**src/rtl/mem_access_ctrl.sv**
```systemverilog
// Multicycle data-memory access sequencer: loads, word stores, sub-word read-modify-write stores.
// Latency: loads and sb/sh done at T+MEM_LAT+2, sw at T+2, rejected requests at T+1; one request at a time, req ignored while busy.
module mem_access_ctrl #(
    parameter int MEM_LAT = 2,
    parameter int CNT_W   = 2
) (
    input  logic        clk,
    input  logic        reset,
    input  logic        req,
    input  logic [2:0]  op,
    input  logic [31:0] addr,
    output logic        busy,
    output logic        done,
    output logic        err,
    output logic [31:0] mem_addr,
    output logic        mem_rd,
    output logic        mem_wr,
    output logic [2:0]  sh_sel,
    output logic        mdr_wr
);

    localparam logic [2:0] OP_SB = 3'b000;
    localparam logic [2:0] OP_SW = 3'b001;
    localparam logic [2:0] OP_SH = 3'b010;
    localparam logic [2:0] OP_LB = 3'b011;
    localparam logic [2:0] OP_LW = 3'b100;
    localparam logic [2:0] OP_LH = 3'b101;
    localparam logic [2:0] SEL_ZERO = 3'b111;
    localparam logic [CNT_W-1:0] CNT_LAST = CNT_W'(MEM_LAT - 1);

    typedef enum logic [2:0] {IDLE, READ, LATCH, WRITE, DONE} state_t;

    state_t           state;
    logic [2:0]       op_q;
    logic [31:0]      addr_q;
    logic [CNT_W-1:0] cnt;
    logic             reject;
    logic             is_load;

    // Only consumed by the IDLE transition, so inputs never reach an output combinationally.
    always_comb begin
        reject = 1'b0;
        if (op[2:1] == 2'b11)
            reject = 1'b1;
        else if ((op == OP_SH || op == OP_LH) && addr[0])
            reject = 1'b1;
        else if ((op == OP_SW || op == OP_LW) && addr[1:0] != 2'b00)
            reject = 1'b1;
    end

    assign is_load  = (op_q == OP_LB) || (op_q == OP_LW) || (op_q == OP_LH);
    assign mem_addr = addr_q;

    // Outputs are loaded together with the state they belong to.
    always_ff @(posedge clk) begin
        if (reset) begin
            state  <= IDLE;
            op_q   <= 3'b000;
            addr_q <= 32'd0;
            cnt    <= '0;
            busy   <= 1'b0;
            done   <= 1'b0;
            err    <= 1'b0;
            mem_rd <= 1'b0;
            mem_wr <= 1'b0;
            mdr_wr <= 1'b0;
            sh_sel <= SEL_ZERO;
        end else begin
            done   <= 1'b0;
            err    <= 1'b0;
            mem_wr <= 1'b0;
            mdr_wr <= 1'b0;
            case (state)
                IDLE: begin
                    if (req) begin
                        op_q   <= op;
                        addr_q <= addr;
                        busy   <= 1'b1;
                        sh_sel <= op;
                        if (reject) begin
                            state <= DONE;
                            done  <= 1'b1;
                            err   <= 1'b1;
                        end else if (op == OP_SW) begin
                            state  <= WRITE;
                            mem_wr <= 1'b1;
                        end else begin
                            state  <= READ;
                            cnt    <= '0;
                            mem_rd <= 1'b1;
                        end
                    end
                end
                READ: begin
                    if (cnt < CNT_LAST) begin
                        cnt <= cnt + CNT_W'(1);
                    end else begin
                        mem_rd <= 1'b0;
                        if (is_load) begin
                            state  <= LATCH;
                            mdr_wr <= 1'b1;
                        end else begin
                            state  <= WRITE;
                            mem_wr <= 1'b1;
                        end
                    end
                end
                LATCH, WRITE: begin
                    state <= DONE;
                    done  <= 1'b1;
                end
                DONE: begin
                    state  <= IDLE;
                    busy   <= 1'b0;
                    sh_sel <= SEL_ZERO;
                end
                default: begin
                    state  <= IDLE;
                    busy   <= 1'b0;
                    mem_rd <= 1'b0;
                    sh_sel <= SEL_ZERO;
                end
            endcase
        end
    end

endmodule

```
**config.mk**
```make
export PLATFORM = sky130hd
export DESIGN_NAME = mem_access_ctrl
export DESIGN_NICKNAME = d
export VERILOG_FILES = /design/src/rtl/mem_access_ctrl.sv
export SDC_FILE = /design/constraint.sdc
export NUM_CORES = 1
export LEC_CHECK = 0
export CAP_MARGIN = 20
export CORE_MARGIN = 2
export CORE_UTILIZATION = 35
export CTS_CLUSTER_DIAMETER = 40
export DETAILED_ROUTE_END_ITERATION = 6
export GPL_ROUTABILITY_DRIVEN = 0
export GPL_TIMING_DRIVEN = 0
export PLACE_DENSITY = 0.76
export SETUP_SLACK_MARGIN = 0.3
export SLEW_MARGIN = 10
export SYNTH_ARGS = -nofsm -noshare
export SYNTH_HDL_FRONTEND = slang
export SYNTH_SLANG_ARGS = --single-unit
```
**constraint.sdc**
```tcl
create_clock -name clk -period 2.1 [get_ports clk]
set_clock_uncertainty 0.05 [all_clocks]
set_input_delay 0.42 -clock clk [delete_from_list [all_inputs] [get_ports clk]]
set_output_delay 0.42 -clock clk [all_outputs]
set_load 0.01 [all_outputs]
```
==> Word level (Yosys, flattened, before mapping) <==
Cells that the tools add are included.
{ "totals": {"register_bits": 49, "inputBits": 38, "output_inout_bits": 41, "wordCells": 86} }
{ "classes": {"add_sub_neg": 1, "order_cmp": 1, "n_eq_ne": 17, "mux": 33, "bitwise_logic": 4, "n_reduce_logical": 19} }
{ "op_table": {"columns": ["operator", "count"], "rows": [
  ["$mux W1", 17],
  ["$eq A3 B3 Y1 const B", 5],
  ["$eq A3 B2 Y1 const B", 4],
  ["$mux W3", 4],
  ["$mux W2", 5],
  ["$ne A2 B2 Y1 const B", 5],
  ["$reduce_and A5 Y1", 2],
  ["$pmux W3 S3", 1],
  ["$reduce_or A3 Y1", 3],
  ["$eq A3 B1 Y1 const B", 2],
  ["$pmux W1 S2", 3],
  ["$pmux W3 S2", 1],
  ["$reduce_and A2 Y1", 3],
  ["$logic_or A1 B1 Y1", 4],
  ["$not A1 Y1", 4],
  ["$pmux W2 S2", 1],
  ["$reduce_bool A2 Y1", 2],
  ["$reduce_or A2 Y1", 2],
  ["$logic_not A3 Y1", 1],
  ["$pmux W1 S3", 1],
  ["$add A2 B1 Y2 const B", 1],
  ["$eq A2 B2 Y1 const B", 1],
  ["$logic_and A1 B1 Y1", 2],
  ["$lt A2 B1 Y1 const B", 1]
]} }

==> Logic depth before layout (Yosys ltp) <==
{ "logic_depth": {"word_depth": 9, "depth_mapped": 8, "depth_no_buf": 6} }

==> Least setup slack after synthesis <==
No wires, ideal clock.
{ "synth_timing": {"path_kind": "reg2reg", "start": "reg state[0]", "end": "reg addr_q[0] (netlist: mem_addr[0])", "setup_time_ns": 0.132, "t_arrival_ns": 1.344, "required_ns": 1.918, "slack_ns": 0.574, "path_stages_with_launch": 9, "path_buffers": 4, "period_less_slack_ns": 1.526, "path_cell_list": "dfxtp_1 > buf_6 > nand2b_4 > buf_6 > or3_1 > buf_6 > buf_6 > nand2_1 > a21oi_1"} }
{ "synth_between": {"elab_chain_cells": 2} }
{ "synth_rtl": {"columns": ["element", "line_no", "source"], "rows": [
  ["start: declaration", "33", "state_t state;"],
  ["start signal: assignment", "57", "state <= IDLE;"],
  ["start signal: assignment", "81", "state <= DONE;"],
  ["start signal: assignment", "85", "state <= WRITE;"],
  ["$logic_not A3 Y1", "73", "case (state)"],
  ["$reduce_and A2 Y1 (no line)", null, null],
  ["end signal: assignment", "77", "addr_q <= addr;"],
  ["end: declaration", "35", "logic [31:0] addr_q;"]
]} }
No other way between the ends.
A chain may end at the register's enable or synchronous reset.

==> Final worst setup path <==
{ "layout_timing": {"start": "in addr[0]", "end": "reg cnt[1]"} }
{ "layout_between": {"elab_chain_cells": 7, "word_cells_on_any_way": 8} }
{ "layout_rtl": {"columns": ["element", "line_no", "source"], "rows": [
  ["start: declaration", "11", "input logic [31:0] addr,"],
  ["$reduce_bool A2 Y1", "47", "else if ((op == OP_SW || op == OP_LW) && addr[1:0] != 2'b00)"],
  ["$logic_and A1 B1 Y1", "47", null],
  ["$mux W1", "47", null],
  ["$mux W1 *", "45", "else if ((op == OP_SH || op == OP_LH) && addr[0])"],
  ["$mux W1 *", "43", "if (op[2:1] == 2'b11)"],
  ["$ne A2 B2 Y1 (no line) *", null, null],
  ["$reduce_and A5 Y1 (no line) *", null, null],
  ["end signal: assignment", "96", "cnt <= cnt + CNT_W'(1);"],
  ["end: declaration", "36", "logic [CNT_W-1:0] cnt;"]
]} }
Mark *: on every way between the ends. The rest lies on a longest branch, timed or not.

==> metrics.cfg <==
[route]
met3_wirelength_um = 366
drt-met1-wl_mm = 2.22
wl_met2_mm = 2.05
wl_per_cell_um = 12.0
routed.top_layer = met4
drc = 0
via_per_inst = 4.78
wl_mm = 4.73
dr.first_iter.drc_count = 60
final_antenna_net_count = 0
first_pass_iters = 4
vias = 1883

[clocking]
root_buffer = clkbuf_8
clkTransAtPathRegs_ns = 0.08
clock_latency_ns = 0.30
cts.path.max_buffers = 2
clock_sinks = 49
htree_levels = 2
cts_buffers = 5
tritoncts = built

[floorplanning]
fp-row-count = 27
core-area_mm2 = 0.00544
die_w_um = 78.4
ios = 79
die_area_mm2 = 0.00614
initial_utilization_pct = 35.6
die_h_um = 78.4

[pwr]
clkPwrFrac_pct = 31.2
p_switching_mw = 0.558
powerDensity_mw_per_mm2 = 758
internal_power_mw = 1.65
p_leak_nw = 1.12
p_comb_share_pct = 22.0
swShare_pct = 25.2
p_seq_share_pct = 46.8
peakVddDrop_uv = 285
fin_total_pwr_mw = 2.21

[min_path]
hold_path.class = in2reg
min_from = op[1]

[critical_path]
worstSetupPathType = in2reg
required_ns = 2.28
r2r_start = state[0]
startpoint_type = primary input
cp_max_fo = 7
crit_arrival_ns = 1.89
crit_start = addr[0]
end_kind = flop

[timing]
finalSetupViolCount = 0
max_freq_ghz = 0.583
worst_hold_slack_ns = 0.399
worst_slack_ns = 0.385
max_slew_margin_pct = 68.7
fin_crit_sh_pct = 81.7
slew_violations = 0
worst_pin_slew_ns = 0.469
fin_tns_setup_ns = 0
final-hold-violation-count = 0
grt_setup_unrepaired = true
finalCriticalPeriod_ns = 1.72

[yosys]
syn_avg_cell_area_um2 = 8.17
synth.net_count = 276
ys_warn_count = 0
async_flop_share_pct = 0
synth_area_mm2 = 0.00194
synth.distinct_cells = 32
synth_top_flop_cell = dfxtp_1
yosysSeqAreaShare_pct = 50.6
ys_ff_latch = 49
synth_edf_count = 0
postSynthCellCount = 237

[global_route]
gr-usage-all-layers_pct = 16.1
grt_pass1_vias = 1755
grt_antenna_before_repair = 0
grt_pass1_wl_mm = 7.85
grt_max_degree = 15
gr-total-overflow = 0

[final_layout]
layout-drive-gt1-share_pct = 6.83
area_growth_pct = 50.6
antenna_cells = 0
nets = 360
final_cells = 394

[placed_design]
io_buffers = 76
hpwl_mm = 3.47
pre_cts_ws_ns = 0.0235
dp.cells = 385

[job]
drv_cap = 0

[run_status]
outcome = finished clean

## cell usage after synthesis (2+ instances only)
library cell | n | area, um^2
a211oi_1 | 2 | 15.0
a21oi_1 | 38 | 190
a22oi_1 | 2 | 15.0
buf_4 | 3 | 22.5
buf_6 | 6 | 67.6
clkbuf_1 | 7 | 26.3
dfxtp_1 | 49 | 981
inv_1 | 3 | 11.3
nand2_1 | 78 | 293
nand2b_1 | 2 | 12.5
nand3_1 | 3 | 15.0
nor2_1 | 9 | 33.8
nor2b_1 | 3 | 18.8
nor3_1 | 7 | 35.0
o21ai_0 | 6 | 30.0
o32a_1 | 2 | 20.0
or3_1 | 2 | 12.5
## layout by cell type, fill, tap and decap left out
cell | netlist | routed
a211oi_1 | 2 | 2
a21o_1 | 1 | 1
a21oi_1 | 38 | 38
a22oi_1 | 2 | 2
a31oi_1 | 1 | 1
buf_2 | 1 | 1
buf_4 | 3 | 4
buf_6 | 6 | 6
bufinv_16 | 0 | 1
clkbuf_1 | 7 | 8
clkbuf_8 | 0 | 6
clkdlybuf4s50_1 | 0 | 74
dfxtp_1 | 49 | 49
dlymetal6s2s_1 | 0 | 2
ha_1 | 1 | 1
inv_1 | 3 | 3
mux2_2 | 1 | 1
nand2_1 | 78 | 78
nand2b_1 | 2 | 2
nand2b_4 | 1 | 1
nand3_1 | 3 | 3
nand4_1 | 1 | 1
nor2_1 | 9 | 9
nor2b_1 | 3 | 3
nor3_1 | 7 | 7
nor3_4 | 1 | 1
nor3b_1 | 1 | 1
nor4_1 | 1 | 1
o211a_1 | 1 | 1
o211ai_1 | 1 | 1
o21a_1 | 1 | 1
o21ai_0 | 6 | 6
o221a_2 | 1 | 1
o22a_1 | 1 | 1
o32a_1 | 2 | 2
or3_1 | 2 | 2
## worst paths after layout
check / cells after the start / slack [ns] / to
max reg2reg: 8 / 0.49 / mem_addr[30]
max: 5 / 0.38 / cnt[1]
min: 3 / 0.40 / op_q[1]
min reg2reg: 2 / 0.41 / mem_addr[0]
## registers in the layout, summed over array words and instances, names as in the netlist
| signal | cells |
|---|---|
| mem_rd | 1 |
| cnt | 2 |
| mem_wr | 1 |
| mem_addr | 32 |
| state | 3 |
| busy | 1 |
| sh_sel | 3 |
| err | 1 |
| mdr_wr | 1 |
| done | 1 |
| op_q | 3 |
## through the flow
step                      util (%)  cell area (um^2)
final                         53.6              2920
after global routing          53.6              2920
after CTS                     53.4              2900
after detailed placement      51.3              2790
after global placement        51.3              2790
after floorplan                  -              1940
## worst max-delay path, stage by stage
cell	delay, ns
clkdlybuf4s50_1	0.58
a22oi_1	0.12
o221a_2	0.30
o32a_1	0.33
o21ai_0	0.14
## final cells by class
| class | count | area [um^2] |
|---|---|---|
| clock inverter | 1 | 30.0 |
| multi-input combinational | 168 | 823 |
| sequential | 49 | 981 |
| timing repair buffer | 77 | 773 |
| inverter | 3 | 11.3 |
| clock buffer | 7 | 86.3 |
| fill | 517 | 2520 |
| buffer | 17 | 121 |
| tap | 72 | 90.1 |
## power by group through the flow
stage               clock network, mW  logic (mW)  registers (mW)
detailed placement                  0       0.486            1.06
global route                    0.751       0.538            1.04
global placement                    0       0.481            1.05
finish                          0.691       0.487            1.03
CTS                             0.707       0.490            1.03
floorplan                           0       0.221            1.08
## layer usage
layer	global-route usage, %	up-vias
met1	20.1	851
met3	5.17	9
met5	0	-
li1	-	958
met2	25.5	65
met4	6.84	0
## cell families after synthesis
kind of cell               share of synthesized area [%]
buffers and inverters                               6.85
DFF                                                 50.6
AOI/OAI and AO/OA                                   17.0
muxes                                              0.581
and+or+nand+nor                                     24.3
adders and majority gates                          0.646
## what timing repair did
action                                  CTS  global route
hold buffers                              0             0
endpoints found under the setup margin    0             9
gates resized for setup                   0             2
buffers inserted                          0             1
No activity file was read; power rests on OpenSTA's default activity.
==> RTL change (same settings) <==
Encoding of `state_t`: now Gray code (3 bits for 5 states).
--- a/src/rtl/mem_access_ctrl.sv
+++ b/src/rtl/mem_access_ctrl.sv
@@ -28,7 +28,7 @@
     localparam logic [2:0] SEL_ZERO = 3'b111;
     localparam logic [CNT_W-1:0] CNT_LAST = CNT_W'(MEM_LAT - 1);
 
-    typedef enum logic [2:0] {IDLE, READ, LATCH, WRITE, DONE} state_t;
+    typedef enum logic [2:0] {IDLE = 3'b000, READ = 3'b001, LATCH = 3'b011, WRITE = 3'b010, DONE = 3'b110} state_t;
 
     state_t           state;
     logic [2:0]       op_q;
Behaviour: same outputs for any inputs over 10 cycles, from zero or initial values and one cycle with reset high; not proved beyond that.
==> RTL change against the original RTL <==
  * Total power rose by 9.3%
  * Sequential share of layout area down 0.41 points
  * Critical path depth is the same
  * Synthesized area down 0.90%
  * Maximum frequency decreased by 3.2%
  * Die area fell by 0.87%
  * Hold slack better by 0.0056 ns
  * Via count is 2.0% lower
  * Sequential cell count stayed put
  * Sequential power is 6% higher
  * Routed wire length increased by 0.61%
  * Worst setup slack worse by 0.056 ns
  * Design area increased by 1.5%
  * Critical endpoint is now mem_wr
  * Highest routed layer unchanged
==> RTL change: results (changes against the original RTL) <==
status=completed; number of DRC markers in iteration 0=71 (+18%); leading post-synthesis cells by cell area=sky130_fd_sc_hd__dfxtp_1 (51%), sky130_fd_sc_hd__nand2_1 (15%), sky130_fd_sc_hd__a21oi_1 (10%); static leakage power=1.08 nW (-4.2%); number of global-route vias before repair=1712 (-2.5%); Post-layout nets=361 (+0.28%); relative slew slack=67.7% (-1.1 points); worst min-delay path category=reg -> reg; global-route wire length before repair=7.87 mm (+0.27%); Via-to-Cell Ratio=4.69 (-1.8%); Cell Count Post-Placement=379 (-1.6%); worst hold margin=0.405 ns (+0.00563 ns); initial antenna violation count=0 (unchanged); post-synthesis sequential area ratio=51.1% (+0.46 points); leading cell types by count after synthesis=sky130_fd_sc_hd__nand2_1 (76), sky130_fd_sc_hd__dfxtp_1 (49), sky130_fd_sc_hd__a21oi_1 (39); half-perimeter wire length after detailed placement=3.42 mm (-1.5%); global-route total usage across every layer=15.8% (-0.23 points); number of instances in the synthesized netlist=233 (-1.7%); layout cell share with drive strength beyond 1=9.60% (+2.8 points); root buffer cell=sky130_fd_sc_hd__clkbuf_8; clock latency reported for the late side of the worst-skew pair=0.30 ns (about the same); Peak supply drop=0.000493 V (+73%); number of library cell types mapped by synthesis=34 (+6.3%); routed wirelength normalized by instance count=12.1 microns (+0.87%); net count of the mapped netlist=272 (-1.4%); largest net degree at the start of global routing=17 (+2); Filler Cells Inserted=504 (-2.5%); routed wire length=4.76 mm (+0.61%); reg-to-reg setup timing slack=0.33 ns (-0.16 ns)
## RTL change: worst paths after layout
check	startpoint	endpoint	cells past startpoint
max	state[1]	mem_wr	5
min	mem_addr[23]	mem_addr[23]	2
max reg2reg	state[1]	mem_wr	5
min reg2reg	mem_addr[23]	mem_addr[23]	2
## RTL change: timing repair
item,CTS,global route
resized for setup,4,7
setup endpoints to repair,35,37
setup buffers,0,6
pin swaps,0,4
hold endpoints to repair,0,0
## RTL change: area by class of cell
class | instances | area, sq um | share of cell area [%]
sequential | 49 | 983 | 33.2
multi-input combinational | 165 | 876 | 29.6
timing repair buffer | 82 | 805 | 27.2
tap | 70 | 87.6 | 2.96
buffer | 15 | 78.8 | 2.66
clock buffer | 5 | 68.8 | 2.32
clock inverter | 3 | 46.3 | 1.56
inverter | 4 | 15.0 | 0.507
## RTL change: cell families (layout without fill, tap and decap cells)
kind of cell / Yosys count / count (layout) / share of synthesized area (%)
buffers and inverters: 19 / 109 / 4.50
AO/OA/AOI/OAI: 55 / 55 / 16.3
AND/OR/NAND/NOR: 105 / 105 / 25.4
flip-flops: 49 / 49 / 51.1
multiplexers: 4 / 4 / 2.09
adder cells (fa/ha/maj): 1 / 1 / 0.652
## RTL change: per-layer routing
layer	track usage, %	vias up	part of all wire [%]
met5	0	-	0
met4	3.16	0	0.76
met3	4.83	5	6.0
met2	26.4	55	47
met1	20.4	828	46
li1	-	957	-
## RTL change: stage by stage
step	worst slack (ns)	area [sq um]	power, mW	TNS (ns)
6_report	0.329	2960	2.42	0
5_1_grt	0.297	2960	2.56	0
4_1_cts	0.307	2900	2.41	0
3_5_place_dp	-0.268	2770	1.72	-8.13
3_3_place_gp	-0.253	2770	1.71	-7.76
2_1_floorplan	0.424	1920	1.42	0
## RTL change: power by group
group / internal [mW] / leakage, nW / switching, mW
Sequential: 1.03 / 0.402 / 0.0573
Combinational: 0.350 / 0.619 / 0.306
Clock: 0.357 / 0.0543 / 0.319
## RTL change: critical path, stage by stage, from the launching register on
cell and delay (ns):
sky130_fd_sc_hd__dfxtp_2 0.33, sky130_fd_sc_hd__buf_6 0.12, sky130_fd_sc_hd__or4b_4 0.53, sky130_fd_sc_hd__buf_8 0.15, sky130_fd_sc_hd__or3b_4 0.39, sky130_fd_sc_hd__a21oi_2 0.14
